### src/rtl/serial_byte_deframer.sv
// Serial-line receiver: start detect, 8 data bits LSB-first, optional parity, stop check, 1-byte buffer.
// Optional parity bit enabled by defining PARITY_EN.
module serial_byte_deframer #(
  parameter int CLKS_PER_BIT = 1,
  parameter bit PARITY_ODD   = 1'b0
) (
  input  logic       clk,
  input  logic       rst,
  input  logic       ser_in,
  output logic [7:0] out_data,
  output logic       out_valid,
  input  logic       out_ready,
  output logic       frame_err,
  output logic       parity_err,
  output logic       overrun,
  output logic       busy
);

  typedef enum logic [2:0] {IDLE, START, DATA, PARITY, STOP, WAIT_HIGH} state_t;

  localparam logic [7:0] HALF = 8'(CLKS_PER_BIT / 2);
  localparam logic [7:0] LAST = 8'(CLKS_PER_BIT - 1);

  state_t     state_q, state_d;
  logic [7:0] cnt_q, cnt_d;
  logic [2:0] bit_q, bit_d;
  logic [7:0] shift_q, shift_d;
  logic       par_q, par_d;
  logic [7:0] out_data_q, out_data_d;
  logic       out_valid_q, out_valid_d;
  logic       frame_err_q, frame_err_d;
  logic       parity_err_q, parity_err_d;
  logic       overrun_q, overrun_d;
  logic       sample;
  logic       par_bad;
  logic       commit;

  assign sample = (cnt_q == LAST);

`ifdef PARITY_EN
  assign par_bad = par_q != (^shift_q ^ PARITY_ODD);
`else
  // Parity option compiled out; keep the parameter referenced.
  logic unused_parity;
  assign unused_parity = PARITY_ODD ^ par_q;
  assign par_bad       = 1'b0;
`endif

  always_comb begin
    state_d      = state_q;
    cnt_d        = cnt_q;
    bit_d        = bit_q;
    shift_d      = shift_q;
    par_d        = par_q;
    out_data_d   = out_data_q;
    out_valid_d  = out_valid_q;
    frame_err_d  = 1'b0;
    parity_err_d = 1'b0;
    overrun_d    = 1'b0;
    commit       = 1'b0;

    if (out_valid_q && out_ready) out_valid_d = 1'b0;

    case (state_q)
      IDLE: begin
        if (!ser_in) begin
          bit_d = 3'd0;
          // With one clock per bit the start bit is confirmed on the detection cycle.
          if (HALF == 8'd0) begin
            state_d = DATA;
            cnt_d   = 8'd0;
          end else begin
            state_d = START;
            cnt_d   = 8'd1;
          end
        end
      end
      START: begin
        if (cnt_q == HALF) begin
          cnt_d   = 8'd0;
          state_d = ser_in ? IDLE : DATA;
        end else begin
          cnt_d = cnt_q + 8'd1;
        end
      end
      DATA: begin
        if (sample) begin
          cnt_d   = 8'd0;
          shift_d = {ser_in, shift_q[7:1]};
          bit_d   = bit_q + 3'd1;
          if (bit_q == 3'd7) begin
`ifdef PARITY_EN
            state_d = PARITY;
`else
            state_d = STOP;
`endif
          end
        end else begin
          cnt_d = cnt_q + 8'd1;
        end
      end
      PARITY: begin
        if (sample) begin
          cnt_d   = 8'd0;
          par_d   = ser_in;
          state_d = STOP;
        end else begin
          cnt_d = cnt_q + 8'd1;
        end
      end
      STOP: begin
        if (sample) begin
          cnt_d        = 8'd0;
          parity_err_d = par_bad;
          if (ser_in) begin
            state_d = IDLE;
            commit  = !par_bad;
          end else begin
            frame_err_d = 1'b1;
            state_d     = WAIT_HIGH;
          end
        end else begin
          cnt_d = cnt_q + 8'd1;
        end
      end
      WAIT_HIGH: if (ser_in) state_d = IDLE;
      default:   state_d = IDLE;
    endcase

    // A simultaneous drain frees the buffer, so only a stalled full buffer overruns.
    if (commit) begin
      if (out_valid_q && !out_ready) begin
        overrun_d = 1'b1;
      end else begin
        out_data_d  = shift_q;
        out_valid_d = 1'b1;
      end
    end
  end

  always_ff @(posedge clk) begin
    if (rst) begin
      state_q      <= IDLE;
      cnt_q        <= 8'd0;
      bit_q        <= 3'd0;
      shift_q      <= 8'd0;
      par_q        <= 1'b0;
      out_data_q   <= 8'd0;
      out_valid_q  <= 1'b0;
      frame_err_q  <= 1'b0;
      parity_err_q <= 1'b0;
      overrun_q    <= 1'b0;
    end else begin
      state_q      <= state_d;
      cnt_q        <= cnt_d;
      bit_q        <= bit_d;
      shift_q      <= shift_d;
      par_q        <= par_d;
      out_data_q   <= out_data_d;
      out_valid_q  <= out_valid_d;
      frame_err_q  <= frame_err_d;
      parity_err_q <= parity_err_d;
      overrun_q    <= overrun_d;
    end
  end

  assign out_data   = out_data_q;
  assign out_valid  = out_valid_q;
  assign frame_err  = frame_err_q;
  assign parity_err = parity_err_q;
  assign overrun    = overrun_q;
  assign busy       = (state_q != IDLE);

endmodule
### config.mk
export PLATFORM = sky130hd
export DESIGN_NAME = serial_byte_deframer
export DESIGN_NICKNAME = d
export VERILOG_FILES = /design/src/rtl/serial_byte_deframer.sv
export SDC_FILE = /design/constraint.sdc
export NUM_CORES = 1
export LEC_CHECK = 0
export ABC_AREA = 1
export CELL_PAD_IN_SITES_DETAIL_PLACEMENT = 0
export CELL_PAD_IN_SITES_GLOBAL_PLACEMENT = 1
export CORE_MARGIN = 10
export CORE_UTILIZATION = 36
export DETAILED_ROUTE_END_ITERATION = 7
export HOLD_SLACK_MARGIN = 0.02
export PLACE_DENSITY = 0.71
export SLEW_MARGIN = 15
export SYNTH_ARGS = -nofsm -noshare
export SYNTH_HDL_FRONTEND = slang
export SYNTH_SLANG_ARGS = --single-unit
### constraint.sdc
create_clock -name clk -period 1.45 [get_ports clk]
set_input_delay 0.2175 -clock clk [delete_from_list [all_inputs] [get_ports clk]]
set_output_delay 0.2175 -clock clk [all_outputs]
set_load 0.02 [all_outputs]
== Word level (Yosys, flattened, before mapping) ==
Index checks and enable logic that the tools add are counted.
Widths: inputs -> output; s select.

* Flip-flop bits (word level): 33
* Latch bits: 0
* Bits in writable memories: 0
* ROM bits: 0
* Input port bits: 4
* Output and inout bits: 13
* Word-level logic and storage cells: 67
* Memories: 0

* $add $sub $neg: 2
* $mul: 0
* Div/mod/pow operators: 0
* $lt $le $gt $ge: 0
* Eq/ne operators: 13
* Shift operators: 0
* Mux-type cells: 24
* Bitwise gates (word level): 4
* Reductions and logical operators: 16

{| class="wikitable"
|+ Operators with widths
! kind !! count
|-
| $mux 3 || 10
|-
| $pmux 3 s6 || 1
|-
| $mux 8 || 2
|-
| $pmux 8 s2 || 1
|-
| $ne 2x2->1 const B || 7
|-
| $eq 3x3->1 const B || 3
|-
| $add 8x1->8 const B || 1
|-
| $logic_not 8->1 || 1
|-
| $mux 1 || 8
|-
| $reduce_and 7->1 || 1
|-
| $eq 3x2->1 const B || 2
|-
| $pmux 3 s2 || 1
|-
| $reduce_and 2->1 || 3
|-
| $not 1->1 || 4
|-
| $reduce_bool 2->1 || 2
|-
| $reduce_or 4->1 || 1
|-
| $add 3x1->3 const B || 1
|-
| $eq 3x1->1 const B || 1
|-
| $logic_not 3->1 || 1
|-
| $reduce_and 3->1 || 1
|-
| $reduce_bool 3->1 || 1
|-
| $reduce_or 3->1 || 1
|-
| $logic_and 1x1->1 || 2
|-
| $mux 2 || 1
|-
| 2 further kinds || 2
|}

== Depth between registers and ports, before layout ==
* Word-level depth: 5
* Mapped depth: 10
* Depth with buffers taken out: 10

== Worst setup path after synthesis ==
No wires, ideal clock.

* Kind: reg-to-reg
* From: reg cnt_q[0]
* To: reg out_data_q[6], in the netlist out_data[6]
* Setup time: 0.119 ns
* Arrival time: 1.322 ns
* Required time: 1.331 ns
* Path slack: 0.008 ns
* Cell stages (with the launch flop): 9
* Buffers on the path: 1
* Clock period less this slack: 1.442 ns
* Path through: dfxtp_1 > inv_1 > ha_1 > nand3_1 > nor2_1 > nand3_2 > buf_2 > o21ai_1 > a21oi_1

* Word-level cells in the longest chain between the ends: 4

{| class="wikitable"
|+ Ends and longest elaborated chain
! element !! line !! text
|-
| from (decl) || 25 || <nowiki>logic [7:0] cnt_q, cnt_d;</nowiki>
|-
| from (signal assigned) || 155 || <nowiki>cnt_q <= cnt_d;</nowiki>
|-
| $logic_not 8->1 || 38 || <nowiki>assign sample = (cnt_q == LAST);</nowiki>
|-
| $mux 1 || 112 || <nowiki>if (sample) begin</nowiki>
|-
| $mux 1 || 64 || <nowiki>case (state_q)</nowiki>
|-
| $reduce_and 2->1 (no line) || n/a ||
|-
| to (signal assigned) || 159 || <nowiki>out_data_q <= out_data_d;</nowiki>
|-
| to (decl) || 29 || <nowiki>logic [7:0] out_data_q, out_data_d;</nowiki>
|}

Every way passes these cells.
A chain may end at the register's enable or synchronous reset.

== Worst setup path after layout ==
* From: reg cnt_q[1]
* To: reg shift_q[0]

* Word-level cells in the longest chain between the ends: 2

{| class="wikitable"
|+ Ends and longest elaborated chain
! element !! line !! text
|-
| $logic_not 8->1 || 38 ||
|-
| $reduce_and 2->1 (no line) || n/a ||
|-
| to (signal assigned) || 157 || <nowiki>shift_q <= shift_d;</nowiki>
|-
| to (decl) || 27 || <nowiki>logic [7:0] shift_q, shift_d;</nowiki>
|}

Every way passes these cells.

==> impl_metrics.toml <==
[clocking]
cts.sinks = 33
clockBufferDepth = 2
cts_tree = "yes"
cts_root_buf = "clkbuf_8"
hold_buffers = 0
h-tree-depth = 2
worstSkewPairLatency_ns = 0.28
clk_pin_slew_worst_paths_ns = 0.07
numCtsBuffers = 5

[route]
drcViolationCount = 0
wl_um = 4030
wl_per_cell_um = 11.9
firstDrtPassIters = 6
dr_total_vias = 1576
antenna_left = 0
viasPerCell = 4.64
drt-initial-drc-count = 41

[place]
dp_slack_ns = -0.122
post-dp-hpwl_um = 2790
numPortBuffers = 15
place_congestion = 0.769

[global_routing]
grt_max_degree = 18
antenna_found_initial = 0
grt_pass1_vias = 1558
grt_overflow = 0
grt.total_usage = 0.114
grt_pass1_wl_um = 7120

[hold_path]
hold_class = "flip-flop to flip-flop"
hold-path-endpoint = "out_data[6]"
holdPathStages = 2
min_from = "out_data[6]"

[die]
design.core.area_um2 = 4380
die_w_um = 87.3
fp.dieArea_um2 = 7630
start_util = 0.372
die_h_um = 87.3
io_pins = 17
rows = 24

[yosys]
yosysSeqAreaShare = 0.405
synth_compound_area_frac = 0.144
syn-num-nets = 236
synthXorXnorAreaFrac = 0
yosys.area_share.adder = 0.0307
ys_types = 28
ys_seq_elements = 33
syn_area_per_cell_um2 = 7.16
yosys.area_share.simple = 0.321
synthMuxAreaShare = 0
ys.warnings.count = 0
netlist_area_um2 = 1630
syn_inst = 228
synth_top_family_by_area = "simple AND/OR/NAND/NOR gates"

[pwr]
cellPowerDensity_nw_per_um2 = 1640
p_leak_nw = 1.19
ir_worst_vdd_mv = 0.824

[timing]
setup_tns_ns = -0.0138
slew_viol_final = 0
skew_ns = 0.00545
rsz0062_at_grt = "true"
min_period_over_period = 1.01
finalCriticalPeriod_ns = 1.46
hold_viol = 0
setup_ws_ns = -0.00915
finalSetupViolCount = 3
fmax_ghz = 0.685

[setup_path]
crit_path_max_incr_delay_ns = 0.32
crit_required_ns = 1.63
worst_setup_path_start_kind = "flip-flop"
cp_data_arrival_time_ns = 1.64
crit_chain = "inv_2, ha_4, nand3_4, nor2_4, buf_6, clkinvlp_4, nor3_2, nor2_1"
worstPathMaxFanout = 8
r2r_cells = 8
reg2reg_setup_slack_ns = -0.009
worstSetupPathType = "flip-flop to flip-flop"
r2r_start = "cnt_q[1]"
cp_slowest_cell = "dfxtp_2"
cp-end-kind = "flip-flop"
timing.rr.end = "shift_q[0]"

[layout]
drive_gt1_frac = 0.385
n_antenna_cell = 0
area_growth_pct = 52.5
finish.net_count = 295

[run]
maxCapViolCount = 0

[run_status]
violations = "setup timing"
status = "finished, violations left"
==> how the worst max path moves through the flow <==
stage                     slack, ns      from           to
after floorplan               0.008  cnt_q[0]  out_data[6]
final                        -0.009  cnt_q[1]   shift_q[0]
after CTS                     -0.02  cnt_q[0]   shift_q[0]
after global placement        -0.09  cnt_q[0]     cnt_q[3]
after detailed placement      -0.12    ser_in  out_data[0]
after global routing          -0.15  cnt_q[1]   shift_q[0]
==> layout by cell type (no fill, tap or decap), types with 5 or more instances in the layout <==
cell           count
nand2_4            7
nand3_1           10
o21ai_1            5
o21ai_0           12
a21oi_1           16
nor3_2             9
dlygate4sd2_1      7
nor2_1            27
inv_1             26
clkbuf_8           5
nand2_1           33
nor2_4             6
nand3_2            6
buf_4             35
inv_2              5
nor2_2             5
dfxtp_1           28
==> cells in the mapped netlist (all sizes together) <==
master   n  area share
nand2   44        0.12
conb     1      0.0023
buf      5       0.021
nand3   17       0.064
ha       4       0.031
a21oi   20       0.068
o211ai   1      0.0046
or2      1      0.0038
clkbuf   1      0.0023
dfxtp   33        0.40
nor2    37        0.10
inv     32       0.074
o21ai   20       0.064
nor3    10       0.031
nand4    1      0.0038
a211oi   1      0.0077
==> state kept, by name, indices dropped and copies added (netlist names) <==
| name | cells |
|---|---|
| overrun | 1 |
| frame_err | 1 |
| state_q | 3 |
| out_data | 8 |
| bit_q | 3 |
| shift_q | 8 |
| cnt_q | 8 |
| out_valid | 1 |
==> report_power, final <==
group | internal (mW) | total (mW) | switching [mW]
clock network | 0.683 | 1.02 | 0.340
logic | 0.804 | 1.78 | 0.972
registers | 1.12 | 1.28 | 0.157
==> metrics by stage <==
| stage | power [mW] | instances | hold slack, ns | instance area (um2) | util |
|---|---|---|---|---|---|
| floorplan | 2.21 | 228 | 0.287 | 1630 | - |
| global placement | 2.71 | 320 | 0.439 | 2040 | 0.466 |
| detailed placement | 2.70 | 320 | 0.436 | 2040 | 0.466 |
| CTS | 3.74 | 330 | 0.443 | 2210 | 0.504 |
| global route | 4.38 | 340 | 0.464 | 2490 | 0.568 |
| finish | 4.08 | 340 | 0.436 | 2490 | 0.568 |
==> area by class of cell <==
cell class / instances / area (um2)
tap: 52 / 65.1
timing repair buffer: 55 / 474
multi-input combinational: 160 / 1020
clock buffer: 5 / 68.8
fill: 423 / 1890
inverter: 32 / 124
sequential: 33 / 669
clock inverter: 3 / 65.1
==> critical path, delay by kind of cell (launching register included) <==
family / cells / cell delay, ns
AND/OR/NAND/NOR: 4 / 0.48
buffers and inverters: 3 / 0.39
flip-flops: 1 / 0.32
adder cells (fa/ha/maj): 1 / 0.15
==> timing repair <==
item                                    4_1_cts  5_1_grt
cloned                                        2        1
pin swaps                                     4       17
gates resized for setup                      18       57
endpoints found under the setup margin       36       34
buffers inserted                              0        9
==> layer usage <==
layer / wire length (um) / GRT usage / vias up
li1: - / - / 853
met5: 0 / 0 / -
met3: 164 / 0.0449 / 6
met2: 2020 / 0.184 / 13
met4: 48 / 0.0348 / 0
met1: 1800 / 0.135 / 704
==> cells by family (layout without fill, tap and decap cells) <==
family	Yosys count	after routing
buffers and inverters	38	95
adder cells (fa/ha/maj)	4	4
other	1	1
AND/OR/NAND/NOR	110	113
AO/OA/AOI/OAI	42	42
flip-flops	33	33
No activity file was read; power rests on OpenSTA's default activity.
